<file path="config.mk">
export PLATFORM = sky130hd
export DESIGN_NAME = p_cacheline_adapter
export DESIGN_NICKNAME = d
export VERILOG_FILES = /design/src/rtl/cache_mux_types.sv /design/src/rtl/p_cacheline_adapter.sv
export SDC_FILE = /design/constraint.sdc
export NUM_CORES = 1
export LEC_CHECK = 0
export ABC_AREA = 1
export CORE_AREA = 3 3 279 281
export DETAILED_ROUTE_END_ITERATION = 7
export DIE_AREA = 0 0 282 284
export RECOVER_POWER = 100
export SYNTH_ARGS = -nofsm -noshare
export SYNTH_HDL_FRONTEND = slang
export SYNTH_SLANG_ARGS = --single-unit
</file>
<file path="constraint.sdc">
create_clock -name clk -period 2.7 [get_ports clk]
set_input_delay 0.405 -clock clk [delete_from_list [all_inputs] [get_ports clk]]
set_output_delay 0.405 -clock clk [all_outputs]
set_load 0.005 [all_outputs]
</file>
<file path="src/rtl/cache_mux_types.sv">
// Shared types and geometry for the data-cache memory-side adapters.
package cache_mux_types;

    localparam int LINE_WIDTH = 256;
    localparam int BEAT_WIDTH = 64;
    localparam int BEATS      = LINE_WIDTH / BEAT_WIDTH;

    typedef enum logic [1:0] {
        ST_IDLE  = 2'd0,
        ST_READ  = 2'd1,
        ST_WRITE = 2'd2,
        ST_DONE  = 2'd3
    } cacheline_adapter_state_t;

endpackage

</file>
<file path="src/rtl/p_cacheline_adapter.sv">
// Converts one 256-bit cacheline request from the data cache into a 4-beat
// 64-bit burst on the memory bus and returns a single pmem_resp pulse.
//
//   state    | meaning
//   ---------+----------------------------------------------------------
//   ST_IDLE  | waiting for pmem_read/pmem_write; write wins if both high
//   ST_READ  | burst_read high, each burst_resp fills one beat of r_buf
//   ST_WRITE | burst_write high, burst_wdata = current beat of r_buf
//   ST_DONE  | pmem_resp high for one cycle; pmem_* not sampled here
module p_cacheline_adapter
    import cache_mux_types::cacheline_adapter_state_t;
    import cache_mux_types::ST_IDLE;
    import cache_mux_types::ST_READ;
    import cache_mux_types::ST_WRITE;
    import cache_mux_types::ST_DONE;
#(
    parameter int LINE_WIDTH = cache_mux_types::LINE_WIDTH,
    parameter int BEAT_WIDTH = cache_mux_types::BEAT_WIDTH
) (
    input  logic                  clk,
    input  logic                  rst_n,
    input  logic                  pmem_read,
    input  logic                  pmem_write,
    input  logic [31:0]           pmem_address,
    input  logic [LINE_WIDTH-1:0] pmem_wdata,
    output logic [LINE_WIDTH-1:0] pmem_rdata,
    output logic                  pmem_resp,
    output logic                  burst_read,
    output logic                  burst_write,
    output logic [31:0]           burst_address,
    output logic [BEAT_WIDTH-1:0] burst_wdata,
    input  logic [BEAT_WIDTH-1:0] burst_rdata,
    input  logic                  burst_resp
);

    localparam logic [1:0] LAST_BEAT = 2'(LINE_WIDTH / BEAT_WIDTH - 1);

    cacheline_adapter_state_t r_state;
    cacheline_adapter_state_t w_state_nxt;

    logic [LINE_WIDTH-1:0] r_buf;
    logic [31:0]           r_addr;
    logic [1:0]            r_cnt;
    logic                  w_last_beat;
    logic                  w_unused_addr_bits;

    // Line offset bits are dropped; the burst always starts line-aligned.
    assign w_unused_addr_bits = ^pmem_address[4:0];
    assign w_last_beat        = burst_resp && (r_cnt == LAST_BEAT);

    always_ff @(posedge clk or negedge rst_n) begin
        if (!rst_n) begin
            r_state <= ST_IDLE;
        end else begin
            r_state <= w_state_nxt;
        end
    end

    always_comb begin
        w_state_nxt = r_state;
        case (r_state)
            ST_IDLE: begin
                if (pmem_write) begin
                    w_state_nxt = ST_WRITE;
                end else if (pmem_read) begin
                    w_state_nxt = ST_READ;
                end
            end
            ST_READ,
            ST_WRITE: begin
                if (w_last_beat) begin
                    w_state_nxt = ST_DONE;
                end
            end
            ST_DONE: w_state_nxt = ST_IDLE;
            default: w_state_nxt = ST_IDLE;
        endcase
    end

    always_ff @(posedge clk or negedge rst_n) begin
        if (!rst_n) begin
            r_buf  <= '0;
            r_addr <= '0;
            r_cnt  <= '0;
        end else begin
            case (r_state)
                ST_IDLE: begin
                    if (pmem_write || pmem_read) begin
                        r_addr <= {pmem_address[31:5], 5'b0};
                        r_cnt  <= '0;
                        if (pmem_write) begin
                            r_buf <= pmem_wdata;
                        end
                    end
                end
                ST_READ: begin
                    if (burst_resp) begin
                        r_buf[BEAT_WIDTH*r_cnt +: BEAT_WIDTH] <= burst_rdata;
                        r_cnt <= r_cnt + 2'd1;
                    end
                end
                ST_WRITE: begin
                    // Counter wraps 3 -> 0 on the last beat, on the way into DONE.
                    if (burst_resp) begin
                        r_cnt <= r_cnt + 2'd1;
                    end
                end
                default: ;
            endcase
        end
    end

    assign pmem_rdata    = r_buf;
    assign pmem_resp     = (r_state == ST_DONE);
    assign burst_read    = (r_state == ST_READ);
    assign burst_write   = (r_state == ST_WRITE);
    assign burst_address = r_addr;
    assign burst_wdata   = (r_state == ST_WRITE) ? r_buf[BEAT_WIDTH*r_cnt +: BEAT_WIDTH]
                                                 : '0;

endmodule

</file>
==> results.md <==
- Outcome: complete, but fails checks
- Violated checks: setup timing
- Worst VDD drop: 1550 uV
- DR WL/cell: 21.8 um
- Crit-path leading delay family: buffers and inverters
- Mean Syn Cell Area: 6.27 um^2
- H-tree depth: 2
- Top cells by area, synth: dfrtp_1, nand2_1, nand3_1
- Critical Path Sink Type: primary output
- Crit path cell chain: buf_4, clkbuf_16, buf_4, buf_16, nor2_1, nor2_1, o21ai_0, a21oi_2, clkdlybuf4s15_2
- Critical path depth: 9
- RSZ-0062 raised after global routing: yes
- Yosys top cell area share: 40.5%
- Fin crit period: 2830 ps
- Area growth syn-to-layout: 59.4%
- FMAX: 0.353 GHz
- Port-buffer cells: 701
- Row Count: 101
- Place WS: 218 ps
- Worst path max stage delay: 490 ps
- Count of state elements after synthesis: 287
- Mapped cell area: 17700 um^2
- Total CTS buffers: 38
- Slowest stage cell, crit path: dfrtp_4
- Setup WS post-layout: -129 ps
- Initial core utilization: 23.4%
- Clock transition at path regs: 60 ps
- Slew @ Worst Pin: 1450 ps
- Drt first pass iters: 8
- CP Launch Type: register
- Min-Delay Path Depth: 3
- First-pass GRT wire length: 140000 um
- Post-synthesis sequential area ratio: 40.5%
- DIE WIDTH: 282 um
- Synth area leader: dfrtp_1
- Clk buf depth: 3
- CTS tree: yes
- Fillers: 7985
- Global placement routability congestion: 0.873
- Setup violations, final: 7
- Die area: 80100 um^2
- Grt total ovfl: 0
- Layout cells sized above 1: 7.45%
- Routed wire length: 98300 um
- R2R depth: 11
- Number of global-route vias before repair: 20700
- Syn. warnings: 0
- Slew HR: 3.32%
- Gr usage total: 23.3%
- Clock sink count: 287
- Worst Path Buf+Inv: 5
- Final hold violations: 0
- Final Max Slew Viols: 0
- Skew final: 12.0 ps
- Largest net degree at the start of global routing: 134
- Starting DRT DRC Count: 1827
- Post-Synthesis Cells: 2825
- Nets: 3862
- DR vias: 21700
- WS Path Type: reg2out
- Clock latency on the worst-skew pair: 550 ps
- Static leakage: 14.1 nW
- # DRC: 0
- Count of different cell masters after synthesis: 23
- Cell Pwr Density: 1210 nW/um^2
- CTS root buf: clkbuf_16
- Core area: 75700 um^2
- Worst Hold Class: in2reg
- Initial antenna violation count: 11
- Final ANT Viol Nets: 0
- CP arrival: 2420 ps
- Die extent in y: 284 um
- Max-cap viol count: 0
- Via/cell ratio: 4.82
- Tot Pwr: 0.0342 W
- Boundary pin count: 712
- Final cycle utilization of the critical path: 105%
- Crit-path max FO: 25
- Crit path required time: 2300 ps
- HPWL after detailed placement: 62900 um
-- where the power goes --
part           switching, W  leakage, nW  internal [W]
Combinational        0.0128         9.75       0.00853
Sequential          0.00163         3.70       0.00611
Clock               0.00207        0.606       0.00305
-- flip-flops by register name, summed over array words and instances, names as in the netlist --
| name | count |
|---|---|
| pmem_rdata | 256 |
| burst_address | 27 |
| r_cnt | 2 |
| r_state | 2 |
-- placed cells by master (no fill, tap or decap), types with 3 or more instances in the layout --
cell type        Yosys  routed
inv_1               42      40
clkbuf_1           113      11
clkbuf_2             0      16
a21oi_2              0      13
clkdlybuf4s15_2      0       5
nor2_2               3      11
clkbuf_16            0      40
o21ai_1              1      10
inv_6                0       3
nor2_8               4       4
buf_4                6      52
a21oi_1             67      51
buf_16               0      15
clkbuf_8             0      13
nand3_1            194     193
nor2_4               0       8
a21oi_4              0       3
buf_12               0      34
buf_2               50       6
conb_1               1       5
dfrtp_1            287     285
clkdlybuf4s15_1      0       6
o21ai_0            157     143
diode_2              0       7
ha_1                11       9
dlymetal6s2s_1       0      10
nand2_1           1647    1646
nand4_4              0       3
dlygate4sd2_1        0      24
buf_6               24       6
o21ai_2              0       5
nor2_1             199     184
clkdlybuf4s50_1      0     637
bufbuf_16            0       5
-- layer usage --
metal / GRT usage [%] / routed length [um]
met5: 0 / 55
met2: 37.9 / 45900
met4: 10.1 / 4140
met1: 29.3 / 39200
met3: 5.64 / 8970
-- final timing paths --
check,from,endpoint,slack [ps]
hold / removal,pmem_address[7],burst_address[7],410
max in group asynchronous,rst_n,pmem_rdata[240],190
hold reg to reg,burst_address[28],burst_address[28],480
setup reg to reg,r_cnt[0],pmem_rdata[124],10
setup / recovery,r_cnt[0],burst_wdata[57],-130
min in group asynchronous,rst_n,pmem_rdata[154],710
-- stage by stage --
step	instance area, um^2	std cells	TNS (ps)	utilization, %	hold slack [ps]
3_5_place_dp	26100	4391	0	34.5	366
6_report	28200	4504	-365	37.3	409
4_1_cts	28100	4487	-2410	37.2	359
3_3_place_gp	26100	4391	0	34.5	367
5_1_grt	28200	4499	-5290	37.3	405
2_1_floorplan	17700	2829	0	-	109
-- synth_stat cells (all sizes together) --
cell type	count
o21ai	158
nand4	4
dfrtp	287
a21oi	67
ha	11
nand3	195
buf	89
clkbuf	113
conb	1
inv	45
nand2	1648
nor2	206
nand3b	1
-- worst reg2reg max path: stages, from the launching register on --
cell,delay (ps)
dfrtp_4,420
buf_12,150
buf_4,130
buf_12,120
buf_4,120
ha_1,160
inv_1,40
nand2_1,60
inv_1,180
nor2_4,960
nand2_1,160
nand2_1,120
-- kinds of logic after synthesis --
family,count (synthesis),synth area share (%)
buffers and inverters,247,6.73
AOI/OAI and AO/OA,225,6.36
and+or+nand+nor,2054,45.6
DFF,287,40.5
other,1,0.0212
adders and majority gates,11,0.777
-- cell type report --
cell class / instances / area (um^2) / share of cell area [%]
diodes: 7 / 17.5 / 0.0620
clock buffers: 59 / 1160 / 4.11
clock inverters: 6 / 80.1 / 0.284
inverters: 45 / 201 / 0.713
multi-input cells: 2296 / 9600 / 34.0
flip-flops and latches: 287 / 7190 / 25.5
well taps: 978 / 1220 / 4.33
repair buffers: 826 / 8770 / 31.1
-- repair_timing --
item,CTS,global route
setup buffers,16,8
endpoints found under the hold margin,35,0
endpoints found under the setup margin,64,41
gates cloned,14,3
gates resized for setup,131,83
pin swaps,4,11
hold buffers,1,0
Note: power is estimated with default switching activity, not from simulation.
